[config.mk]
export PLATFORM = sky130hd
export DESIGN_NAME = wb_clint_multi_slave
export DESIGN_NICKNAME = d
export VERILOG_FILES = /design/src/rtl/wb_clint_multi_slave.sv
export SDC_FILE = /design/constraint.sdc
export NUM_CORES = 1
export LEC_CHECK = 0
export BUFFER_PORTS_ARGS = -buffer_cell sky130_fd_sc_hd__buf_4
export CAP_MARGIN = 20
export CELL_PAD_IN_SITES_DETAIL_PLACEMENT = 1
export CELL_PAD_IN_SITES_GLOBAL_PLACEMENT = 1
export CORE_MARGIN = 3
export CORE_UTILIZATION = 51
export CTS_BUF_LIST = sky130_fd_sc_hd__clkbuf_2
export DETAILED_ROUTE_END_ITERATION = 10
export PLACE_DENSITY_LB_ADDON = 0.08
export RECOVER_POWER = 50
export SLEW_MARGIN = 20
export SYNTH_ARGS = -nofsm -noshare
export SYNTH_HDL_FRONTEND = slang
export SYNTH_SLANG_ARGS = --single-unit
[constraint.sdc]
create_clock -name clk_i -period 5.6 [get_ports clk_i]
set_input_delay 1.12 -clock clk_i [delete_from_list [all_inputs] [get_ports clk_i]]
set_output_delay 1.12 -clock clk_i [all_outputs]
set_load 0.02 [all_outputs]
[src/rtl/wb_clint_multi_slave.sv]
// Wishbone CLINT: shared prescaled 64-bit mtime, per-hart mtimecmp/msip, timer/sw IRQs.
// Define CLINT_MTIME_SNAPSHOT_EN for a coherent LO-then-HI mtime read via a hi-word shadow.
package wb_clint_pkg;
  typedef struct packed {
    logic        cyc;
    logic        stb;
    logic        we;
    logic [31:0] adr;
    logic [31:0] dat;
    logic [3:0]  sel;
  } wb_master_t;

  typedef struct packed {
    logic [31:0] dat;
    logic        ack;
    logic        err;
    logic        rty;
    logic        stall;
  } wb_slave_t;
endpackage

module wb_clint_multi_slave
  import wb_clint_pkg::*;
#(
  parameter int unsigned NUM_HARTS = 1,
  parameter int unsigned PRESCALE  = 1
) (
  input  logic                 clk_i,
  input  logic                 rst_ni,
  input  wb_master_t           wb_m_i,
  output wb_slave_t            wb_s_o,
  output logic [NUM_HARTS-1:0] timer_irq_o,
  output logic [NUM_HARTS-1:0] sw_irq_o
);
  localparam int unsigned CW = (PRESCALE > 1) ? $clog2(PRESCALE) : 1;
  localparam int unsigned HW = (NUM_HARTS > 1) ? $clog2(NUM_HARTS) : 1;

  logic [63:0]          mtime_q, mtime_d;
  logic [63:0]          mtimecmp_q [NUM_HARTS];
  logic [NUM_HARTS-1:0] msip_q;
  logic [CW-1:0]        cnt_q;
  logic                 ack_q, err_q;
  logic [31:0]          dat_q;
  logic                 tick, accept, wr;
  logic [15:0]          off, cmp_off;
  logic                 sel_msip, sel_cmp, sel_mt_lo, sel_mt_hi, mapped, cmp_hi;
  logic [HW-1:0]        h_msip, h_cmp;
  logic [31:0]          rdata, mt_hi_rd;
  logic                 unused_adr;

  function automatic logic [31:0] merge(input logic [31:0] old, input logic [31:0] wdat,
                                        input logic [3:0] sel);
    logic [31:0] r;
    for (int i = 0; i < 4; i++) r[8*i +: 8] = sel[i] ? wdat[8*i +: 8] : old[8*i +: 8];
    return r;
  endfunction

  assign unused_adr = ^wb_m_i.adr[31:16];
  assign off        = wb_m_i.adr[15:0];
  assign cmp_off    = off - 16'h4000;
  assign sel_msip   = (off[1:0] == 2'b00) && (32'(off) < 4 * NUM_HARTS);
  assign sel_cmp    = (off[1:0] == 2'b00) && (off >= 16'h4000) && (32'(cmp_off) < 8 * NUM_HARTS);
  assign sel_mt_lo  = (off == 16'hBFF8);
  assign sel_mt_hi  = (off == 16'hBFFC);
  assign mapped     = sel_msip | sel_cmp | sel_mt_lo | sel_mt_hi;
  assign h_msip     = off[HW+1:2];
  assign h_cmp      = cmp_off[HW+2:3];
  assign cmp_hi     = off[2];

  assign accept = wb_m_i.cyc & wb_m_i.stb & ~ack_q & ~err_q;
  assign wr     = accept & wb_m_i.we;
  assign tick   = (cnt_q == CW'(PRESCALE - 1));

  always_comb begin
    rdata = '0;
    if (sel_msip)       rdata = {31'b0, msip_q[h_msip]};
    else if (sel_cmp)   rdata = cmp_hi ? mtimecmp_q[h_cmp][63:32] : mtimecmp_q[h_cmp][31:0];
    else if (sel_mt_lo) rdata = mtime_q[31:0];
    else if (sel_mt_hi) rdata = mt_hi_rd;
  end

  // A half-word write overrides the tick for that half and blocks the carry across halves.
  always_comb begin
    mtime_d = mtime_q + {63'b0, tick};
    if (wr && sel_mt_lo)
      mtime_d = {mtime_q[63:32], merge(mtime_q[31:0], wb_m_i.dat, wb_m_i.sel)};
    else if (wr && sel_mt_hi)
      mtime_d = {merge(mtime_q[63:32], wb_m_i.dat, wb_m_i.sel), mtime_q[31:0] + {31'b0, tick}};
  end

  always_ff @(posedge clk_i or negedge rst_ni) begin
    if (!rst_ni) begin
      mtime_q     <= '0;
      cnt_q       <= '0;
      msip_q      <= '0;
      timer_irq_o <= '0;
      ack_q       <= 1'b0;
      err_q       <= 1'b0;
      dat_q       <= '0;
      for (int h = 0; h < NUM_HARTS; h++) mtimecmp_q[h] <= '1;
    end else begin
      mtime_q <= mtime_d;
      cnt_q   <= tick ? '0 : cnt_q + CW'(1);
      ack_q   <= accept & mapped;
      err_q   <= accept & ~mapped;
      dat_q   <= accept ? rdata : '0;
      for (int h = 0; h < NUM_HARTS; h++) begin
        if (wr && sel_msip && (h_msip == HW'(h)) && wb_m_i.sel[0]) msip_q[h] <= wb_m_i.dat[0];
        if (wr && sel_cmp && (h_cmp == HW'(h))) begin
          if (cmp_hi) mtimecmp_q[h][63:32] <= merge(mtimecmp_q[h][63:32], wb_m_i.dat, wb_m_i.sel);
          else        mtimecmp_q[h][31:0]  <= merge(mtimecmp_q[h][31:0], wb_m_i.dat, wb_m_i.sel);
        end
        timer_irq_o[h] <= (mtime_q >= mtimecmp_q[h]);
      end
    end
  end

`ifdef CLINT_MTIME_SNAPSHOT_EN
  logic [31:0] shadow_q;

  always_ff @(posedge clk_i or negedge rst_ni) begin
    if (!rst_ni)                           shadow_q <= '0;
    else if (accept && sel_mt_lo && !wb_m_i.we) shadow_q <= mtime_q[63:32];
    else if (wr && sel_mt_hi)              shadow_q <= mtime_d[63:32];
  end

  assign mt_hi_rd = shadow_q;
`else
  assign mt_hi_rd = mtime_q[63:32];
`endif

  assign sw_irq_o = msip_q;
  assign wb_s_o   = '{dat: dat_q, ack: ack_q, err: err_q, rty: 1'b0, stall: 1'b0};
endmodule

==> impl_metrics.yaml, run 1 <==
status:
  status: "complete, but fails checks"
  violations: "max-capacitance violations, max-slew violations"
worst_setup_path:
  reg2reg_slack_ps: 2560
  worstPathMaxFanout: 34
  critPathLaunch: "wb_m_i[46]"
  critical_path.endpoint_type: "register"
  r2r_end: "timer_irq_o$_DFF_PN0_"
  critical_path_required_ps: 6300
  crit_type: "input pin to register"
  rr_startpoint: "mtimecmp_q[38]$_DFFE_PN1P_"
  arrival_ps: 3970
  start_kind: "input pin"
  reg2reg_depth: 7
power_and_ir_drop:
  seq_power_share_pct: 55.7
  leakagePower_nw: 5.19
  p_int_mw: 1.59
  power_frac_clock_pct: 37.6
  power.switching_mw: 0.559
  peakVddDrop_v: 0.000129
  total_power_mw: 2.15
  power.density_nw_per_um2: 185
  swShare_pct: 26.0
  p_comb_share_pct: 6.6
cells_and_area:
  drive_gt1_share_pct: 22.3
  syn_to_final_growth_pct: 11.3
  fillers: 2330
  design_area_um2: 11700
  nets: 1338
clock_tree:
  htree_levels: 4
  insertion_delay_ps: 810
  postCtsResizedCells: 0
  cts.path.max_buffers: 2
  cts.sinks: 164
  clock-root-buffer: "clkbuf_2"
  numCtsBuffers: 17
  clk_pin_slew_ps: 240
  cts_tree: "built"
  cts_setup_buffers: 0
  hold_buffers: 0
yosys:
  synth_flop_cell: "dfrtp_1"
  ys_ff_latch: 164
  synth_area_um2: 10500
  synth_top_family_by_area: "simple AND/OR/NAND/NOR gates"
  synth_fa_ha_area_share_pct: 7.76
  synth_cell_type_count: 70
  avgSynthCellArea_um2: 9.25
  yosysWarnings: 0
  yosysSeqAreaShare_pct: 39.9
  synth_edf_count: 0
  netlist_instances: 1132
  synthSimpleGateAreaFrac_pct: 18.7
  async_reset_ff_share_pct: 100
  synth_xor_area_share_pct: 0
  synth_compound_area_share_pct: 17.6
  synthMuxAreaShare_pct: 11.1
floorplanning:
  pin_count: 111
  start_util_pct: 52.8
  coreArea_um2: 19800
  die_h_um: 149
  die-area_um2: 22300
  fp.dieW_um: 149
  fp-row-count: 51
detailed_routing:
  viasPerCell: 6.40
  post_drt_wl_per_cell_um: 23.1
  totalWireLength_mm: 34.1
  drt_iter0_drc: 874
  routed-via-count: 9460
  route.met3.wl_mm: 2.32
  first_pass_iters: 5
  drtAntennaViolNets: 0
  met2_wirelength_mm: 15.8
  post-route-drc-count: 0
  topRoutingLayerUsed: "met4"
  route.layer.met1.wl_mm: 15.1
place:
  portBuffers: 92
  placed_cell_area_um2: 11400
  gp_congestion: 0.887
  hpwl_mm: 24.9
timing:
  tightest_slew_ps: 2590
  hold_violations: 0
  rsz0062_at_grt: "false"
  skew_ps: 43.5
  period_needed_ps: 3270
  setup_tns_ps: 0
  slew_violations: 108
  slew_headroom_pct: -72.6
  max_freq_mhz: 306
  final-setup-viol-count: 0
  fin_crit_sh_pct: 58.4
worst_hold_path:
  min_path_type: "input pin to async pin"
run:
  cap_violations: 3
grt:
  grt_pass1_vias: 9872
  grt_pass1_wl_mm: 55.0
  gr-total-overflow: 0
  antenna_found_initial: 2
  grt_start_max_net_pins: 99
  grt_use_total_pct: 31.4
cell families (layout without fill, tap and decap cells):
logic type      after synthesis  in the layout
simple gates                386            386
compound gates              276            276
flops                       164            164
buf+inv                     129            209
mux                         111            111
fa+ha+maj                    65             65
other cells                   1              3
worst max path at each step:
| stage | endpoint | slack, ps | cells past startpoint |
|---|---|---|---|
| 2_1_floorplan | mtime_q[58]$_DFFE_PN0P_ | 2610 | 7 |
| 3_3_place_gp | mtime_q[58]$_DFFE_PN0P_ | 1660 | 7 |
| 3_5_place_dp | mtime_q[58]$_DFFE_PN0P_ | 1620 | 7 |
| 4_1_cts | mtime_q[58]$_DFFE_PN0P_ | 2470 | 7 |
| 5_1_grt | mtime_q[57]$_DFFE_PN0P_ | 2050 | 2 |
| 6_report | dat_q[0]$_DFF_PN0_ | 2330 | 7 |
state kept, by name, indices dropped and copies added (netlist names):
name	count
mtimecmp_q	64
ack_q	1
mtime_q	64
sw_irq_o	1
dat_q	32
timer_irq_o	1
err_q	1
metal layers:
| layer | up-vias | track usage (%) |
|---|---|---|
| met1 | 4741 | 43.6 |
| li1 | 4313 | - |
| met3 | 69 | 6.32 |
| met2 | 337 | 49.8 |
| met4 | 0 | 10.1 |
| met5 | - | 0 |
synth_stat cells (all sizes together), types with 8 or more instances:
library cell | count | area, µm²
o21ai | 56 | 280
a211oi | 17 | 128
nor2 | 96 | 360
nand3 | 46 | 230
o22a | 36 | 315
clkbuf | 38 | 143
o22ai | 10 | 62.6
nor3 | 24 | 120
mux2 | 41 | 462
a21o | 12 | 90.1
and3 | 16 | 101
nand4 | 33 | 234
dfrtp | 100 | 2500
a21oi | 80 | 404
dfstp | 64 | 1680
nand2 | 102 | 383
or2 | 8 | 52.6
and4 | 10 | 90.1
inv | 73 | 274
ha | 65 | 813
nor4 | 16 | 119
mux2i | 70 | 701
or3 | 9 | 56.3
buf | 18 | 92.6
power by group through the flow:
stage | clock network [mW] | logic [mW] | registers (mW)
2_1_floorplan | 0 | 0.0571 | 1.21
3_3_place_gp | 0 | 0.141 | 1.22
3_5_place_dp | 0 | 0.144 | 1.22
4_1_cts | 0.821 | 0.144 | 1.20
5_1_grt | 0.880 | 0.155 | 1.20
6_report | 0.810 | 0.143 | 1.20
layout by cell type (no fill, tap or decap), types with 56 or more instances in the layout:
cell	n
a21oi_1	79
buf_4	98
dfrtp_1	100
dfstp_2	64
ha_1	65
inv_1	73
mux2i_1	70
nand2_1	102
nor2_1	93
o21ai_0	56
worst max-delay path: stages:
cell	delay (ps)
clkbuf_1	110
nor4_1	60
nand4_1	150
or2_0	1890
o22ai_1	340
a21oi_1	240
nor2_1	50
cell type report:
type | instances | area [µm²] | area share, %
tap | 265 | 332 | 2.84
clock buffer | 20 | 100 | 0.858
inverter | 73 | 274 | 2.35
antenna | 1 | 2.50 | 0.0215
clock inverter | 12 | 204 | 1.75
multi-input combinational | 840 | 5800 | 49.7
sequential | 164 | 4180 | 35.9
timing repair buffer | 104 | 769 | 6.60
metrics by stage:
step / hold slack, ps / setup WS [ps] / std cells / utilization, %
floorplan: 487 / 2610 / 1133 / -
global placement: 507 / 1660 / 1446 / 57.3
detailed placement: 514 / 1620 / 1446 / 57.3
CTS: 374 / 2470 / 1478 / 58.8
global route: 347 / 2050 / 1479 / 58.8
finish: 366 / 2330 / 1479 / 58.8
No activity file was read; power rests on OpenSTA's default activity.
==> run 2: changes to the inputs <==
--- a/config.mk
+++ b/config.mk
@@ -10,7 +10,7 @@
 export CELL_PAD_IN_SITES_DETAIL_PLACEMENT = 1
 export CELL_PAD_IN_SITES_GLOBAL_PLACEMENT = 1
 export CORE_MARGIN = 3
-export CORE_UTILIZATION = 51
+export CORE_UTILIZATION = 43
 export CTS_BUF_LIST = sky130_fd_sc_hd__clkbuf_2
 export DETAILED_ROUTE_END_ITERATION = 10
 export PLACE_DENSITY_LB_ADDON = 0.08
==> constraint.sdc (replaced) <==
create_clock -name clk_i -period 2.7 [get_ports clk_i]
set_input_delay 0.54 -clock clk_i [delete_from_list [all_inputs] [get_ports clk_i]]
set_output_delay 0.54 -clock clk_i [all_outputs]
set_load 0.02 [all_outputs]
==> impl_metrics.yaml, run 2 (synthesis results as in run 1) <==
detailed_routing:
  routed-via-count: 9874
  post-route-drc-count: 0
  totalWireLength_mm: 37.1
  viasPerCell: 5.94
  drtAntennaViolNets: 0
  drt_iter0_drc: 619
  first_pass_iters: 5
  post_drt_wl_per_cell_um: 22.3
timing:
  rsz0062_at_grt: "false"
  slew_headroom_pct: -13.5
  final-setup-viol-count: 0
  fin_crit_sh_pct: 96.9
  setup_ws_ps: 84.0
  period_needed_ps: 2620
  slew_violations: 58
  skew_ps: 43.9
  max_freq_mhz: 382
  hold_violations: 0
  tightest_slew_ps: 1700
  setup_tns_ps: 0
  hold_slack_ps: 74.9
clock_tree:
  clk_pin_slew_ps: 280
  htree_levels: 4
  numCtsBuffers: 17
  cts.path.max_buffers: 2
  cts_tree: "built"
  cts.sinks: 164
  insertion_delay_ps: 770
  clock-root-buffer: "clkbuf_2"
cells_and_area:
  seq_area_um2: 4190
  multi_input_area_um2: 5820
  nets: 1466
  drive_gt1_share_pct: 27.4
  final_common_cell: "buf_4"
  reg_top3: "mtime_q x64, mtimecmp_q x64, dat_q x32"
  fin_cells: 1661
  fillers: 2815
  final_core_util_pct: 54.0
  final_cell_mix: "buf_4, nand2_1, dfrtp_1"
  design_area_um2: 12800
  syn_to_final_growth_pct: 22.1
grt:
  grt_use_total_pct: 28.5
  antenna_found_initial: 1
  grt_start_max_net_pins: 59
  gr-total-overflow: 0
  grt_pass1_vias: 10300
  grt_pass1_wl_mm: 58.3
floorplanning:
  fp-row-count: 56
  fp.dieW_um: 162
  pin_count: 111
  coreArea_um2: 23700
  start_util_pct: 44.2
  die-area_um2: 26300
  die_h_um: 162
power_and_ir_drop:
  peakVddDrop_v: 0.000234
  leakagePower_nw: 5.76
  total_power_mw: 4.27
  power.density_nw_per_um2: 334
place:
  dpl.cell_count: 1593
  pre_cts_ws_ps: -5.04
  portBuffers: 92
  gp_congestion: 0.928
  hpwl_mm: 27.8
  placed_cell_area_um2: 12200
worst_setup_path:
  start_kind: "register"
  critical_path.endpoint_type: "register"
  slowest_stage: "or4_4"
  critical_path_required_ps: 3370
  path_cells: "buf_4 -> nand4_1 -> or2_4 -> or4_4 -> or4_4 -> o22ai_1 -> o21ba_1"
  worstPathMaxFanout: 6
  cpMostUsedCell: "or4_4"
  arrival_ps: 3290
  crit_type: "register to register"
  cpPeakStageDelay_ps: 580
worst_hold_path:
  min_path_type: "input pin to register"
status:
  violations: "max-capacitance violations, max-slew violations"
  status: "complete, but fails checks"
run:
  cap_violations: 1
## run 2: cell count changes in the layout (fill, tap and decap cells not counted), moves of 2 or more
cell / change
clkinvlp_4: +3
dlygate4sd3_1: +34
inv_6: +3
nor2_1: +3
bufinv_16: -3
buf_12: +5
buf_4: +86
clkbuf_4: +2
nor2_2: -3
## run 2: critical path: cells and delay by family (launching register included)
family	cells	cell delay (ps)
buffers and inverters	1	150
AND/OR/NAND/NOR	4	1630
flip-flops	1	430
AO/OA/AOI/OAI	2	280
## run 2: report_power, final
| group | total [mW] | switching [mW] | internal, mW |
|---|---|---|---|
| sequential | 2.49 | 0.0112 | 2.48 |
| clock | 1.43 | 0.983 | 0.444 |
| combinational | 0.355 | 0.204 | 0.151 |
| total | 4.27 | 1.20 | 3.07 |
## run 2: worst paths after layout
| path | from | end | slack [ps] | depth (start not counted) |
|---|---|---|---|---|
| max | mtime_q[27]$_DFFE_PN0P_ | mtime_q[57]$_DFFE_PN0P_ | 80 | 7 |
| min | wb_m_i[4] | mtimecmp_q[32]$_DFFE_PN1P_ | 70 | 3 |
| max reg2reg | mtime_q[27]$_DFFE_PN0P_ | mtime_q[57]$_DFFE_PN0P_ | 80 | 7 |
| min reg2reg | mtimecmp_q[57]$_DFFE_PN1P_ | mtimecmp_q[57]$_DFFE_PN1P_ | 540 | 2 |
| max in group asynchronous | rst_ni | mtime_q[28]$_DFFE_PN0P_ | 370 | 3 |
| min in group asynchronous | rst_ni | mtime_q[3]$_DFFE_PN0P_ | 740 | 2 |
## run 2: final cells by class
class / instances / share of cell area [%]
multi-input combinational: 840 / 45.5
sequential: 164 / 32.7
timing repair buffer: 232 / 14.6
tap: 319 / 3.12
inverter: 73 / 2.14
clock inverter: 13 / 1.15
clock buffer: 19 / 0.743
antenna: 1 / 0.0196
## run 2: repair_timing
action / in CTS / in global routing
gates resized for setup: 1 / 5
hold buffers: 34 / 0
buffers inserted: 0 / 1
endpoints found under the hold margin: 104 / 0
setup endpoints to repair: 1 / 5
## run 2: routing by layer
metal	track usage (%)	wire length, µm	vias up
li1	-	-	4570
met4	7.79	780	0
met3	4.69	1970	48
met1	38.7	16800	4986
met5	0	0	-
met2	47.4	17500	270
==> run 3: changes to the inputs <==
--- a/config.mk
+++ b/config.mk
@@ -5,12 +5,13 @@
 export SDC_FILE = /design/constraint.sdc
 export NUM_CORES = 1
 export LEC_CHECK = 0
+export ABC_AREA = 1
 export BUFFER_PORTS_ARGS = -buffer_cell sky130_fd_sc_hd__buf_4
 export CAP_MARGIN = 20
 export CELL_PAD_IN_SITES_DETAIL_PLACEMENT = 1
 export CELL_PAD_IN_SITES_GLOBAL_PLACEMENT = 1
 export CORE_MARGIN = 3
-export CORE_UTILIZATION = 43
+export CORE_UTILIZATION = 40
 export CTS_BUF_LIST = sky130_fd_sc_hd__clkbuf_2
 export DETAILED_ROUTE_END_ITERATION = 10
 export PLACE_DENSITY_LB_ADDON = 0.08
==> impl_metrics.yaml, run 3 <==
status:
  status: "complete, but fails checks"
  violations: "max-capacitance violations, max-slew violations"
clock_tree:
  clock-root-buffer: "clkbuf_2"
  clk_pin_slew_ps: 290
  cts.sinks: 164
  numCtsBuffers: 17
  insertion_delay_ps: 900
  cts_setup_buffers: 0
  cts.path.max_buffers: 2
  postCtsResizedCells: 0
  htree_levels: 4
  cts_tree: "built"
  hold_buffers: 40
power_and_ir_drop:
  power.switching_mw: 1.32
  seq_power_share_pct: 59.3
  p_int_mw: 2.88
  total_power_mw: 4.21
  p_comb_share_pct: 9.3
  swShare_pct: 31.5
  power.density_nw_per_um2: 301
  power_frac_clock_pct: 31.3
  leakagePower_nw: 7.47
  peakVddDrop_v: 0.000284
worst_hold_path:
  holdPathStages: 4
  min_path_type: "input pin to register"
  min-delay-start: "wb_m_i[3]"
  hold_end: "mtime_q[30]$_DFFE_PN0P_"
place:
  gp_congestion: 0.949
  pre_cts_ws_ps: 282
  hpwl_mm: 38.5
  portBuffers: 92
yosys:
  synth_edf_count: 0
  synth_cell_type_count: 39
  netlist_instances: 1864
  yosysWarnings: 0
  ys_ff_latch: 164
  synth_top_cell_area_share_pct: 20.4
  synth_flop_cell: "dfrtp_1"
  async_reset_ff_share_pct: 100
  avgSynthCellArea_um2: 6.58
  synth_common_cells: "nand2_1, nor2_1, inv_1"
  synth_area_um2: 12300
  synthTopCellsByArea: "dfrtp_1, nand2_1, dfstp_2, nor2_1, inv_1"
  yosysSeqAreaShare_pct: 34.1
  yosysMostFrequentCell: "nand2_1"
  synth_top_area_cell: "dfrtp_1"
grt:
  grt_pass1_vias: 13100
  grt_use_total_pct: 30.0
  antenna_found_initial: 2
  grt_pass1_wl_mm: 76.0
  gr-total-overflow: 0
  grt_start_max_net_pins: 61
detailed_routing:
  first_pass_iters: 5
  totalWireLength_mm: 48.6
  drt_iter0_drc: 769
  routed-via-count: 12700
  drtAntennaViolNets: 0
  post-route-drc-count: 0
  viasPerCell: 5.27
  post_drt_wl_per_cell_um: 20.2
floorplanning:
  die-area_um2: 32800
  fp-row-count: 63
  fp.dieW_um: 181
  die_h_um: 181
  coreArea_um2: 30000
  pin_count: 111
  start_util_pct: 41.0
worst_setup_path:
  cpPeakStageDelay_ps: 550
  reg2reg_slack_ps: 180
  arrival_ps: 3400
  critical_path.endpoint_type: "register"
  slowest_stage: "dlygate4sd3_1"
  cpMostUsedCell: "nor2_8"
  start_kind: "register"
  reg2reg_depth: 9
  rr_startpoint: "ack_q$_DFF_PN0_"
  path_cells: "nor2_1 -> nand3_2 -> nor2_8 -> inv_2 -> nor2_8 -> nand3_4 -> nand2_1 -> o21ai_1 -> dlygate4sd3_1"
  crit_type: "register to register"
  critPathLaunch: "ack_q$_DFF_PN0_"
  critical_path_required_ps: 3580
  worstPathMaxFanout: 16
  r2r_end: "mtimecmp_q[23]$_DFFE_PN1P_"
timing:
  setup_ws_ps: 181
  max_freq_mhz: 397
  slew_violations: 61
  final-setup-viol-count: 0
  slew_headroom_pct: -11.7
  rsz0062_at_grt: "false"
  fin_crit_sh_pct: 93.3
  setup_tns_ps: 0
  hold_slack_ps: 77.1
  period_needed_ps: 2520
  tightest_slew_ps: 1680
  skew_ps: 49.0
  hold_violations: 0
cells_and_area:
  drive_gt1_share_pct: 13.1
  final_common_cell: "nand2_1"
  fillers: 4021
  syn_to_final_growth_pct: 14.0
  nets: 2134
  final_cell_mix: "nand2_1, nor2_1, inv_1"
  reg_top3: "mtime_q x64, mtimecmp_q x64, dat_q x32"
run:
  cap_violations: 1
-- run 3: cell types whose count changed in the layout (fill, tap and decap cells not counted), sizes merged, moves of 17 or more --
cell	change
mux2i	-70
buf	-69
mux2	-41
nand2	+562
a21oi	-44
o22a	-36
nor2	+179
inv	+175
xor2	+26
a211oi	-17
nand3	+50
o211ai	+27
o21ai	+97
-- run 3: stage by stage --
| step | std cells | cell area, µm² | utilization, % |
|---|---|---|---|
| finish | 2402 | 14000 | 46.7 |
| global route | 2402 | 14000 | 46.7 |
| CTS | 2399 | 14000 | 46.9 |
| detailed placement | 2327 | 13400 | 44.8 |
| global placement | 2327 | 13400 | 44.8 |
| floorplan | 1865 | 12300 | - |
-- run 3: worst max-delay path, delay by kind of cell (launching register included) --
| kind | cells | cell delay, ps |
|---|---|---|
| DFF | 1 | 450 |
| buffers and inverters | 2 | 690 |
| AOI/OAI and AO/OA | 1 | 70 |
| and+or+nand+nor | 6 | 1300 |
-- run 3: final cells by class --
type / count / area, µm² / share of cell area (%)
Timing Repair Buffer: 167 / 1340 / 9.54
Tap cell: 390 / 488 / 3.49
Sequential cell: 164 / 4180 / 29.9
Multi-Input combinational cell: 1401 / 6850 / 49.0
Clock inverter: 15 / 121 / 0.867
Inverter: 245 / 920 / 6.57
Antenna cell: 3 / 7.51 / 0.0536
Clock buffer: 17 / 85.1 / 0.608
-- run 3: how the worst max path moves through the flow --
stage	cells after the start	end	slack, ps
after floorplan	13	mtime_q[51]$_DFFE_PN0P_	930
after global placement	12	mtime_q[55]$_DFFE_PN0P_	360
after global routing	8	mtimecmp_q[42]$_DFFE_PN1P_	30
after CTS	8	mtimecmp_q[42]$_DFFE_PN1P_	210
final	9	mtimecmp_q[23]$_DFFE_PN1P_	180
after detailed placement	9	mtimecmp_q[60]$_DFFE_PN1P_	280
-- run 3: cell families after synthesis --
family / synth area share, %
AOI/OAI and AO/OA: 9.80
xor gates and xnor gates: 2.14
adders and majority gates: 6.63
buffers and inverters: 10.1
DFF: 34.1
other: 0.0306
and+or+nand+nor: 37.2
-- run 3: routing by layer --
metal	routed length, µm	global-route usage (%)
met1	22600	41.9
met4	848	6.89
met5	0	0
met2	23200	49.9
met3	1990	3.56
-- run 3: power by group through the flow --
stage	Clock (mW)	Sequential [mW]	Combinational (mW)
finish	1.32	2.50	0.393
global route	1.46	2.50	0.432
CTS	1.37	2.50	0.403
detailed placement	0	2.53	0.358
global placement	0	2.53	0.350
floorplan	0	2.53	0.147
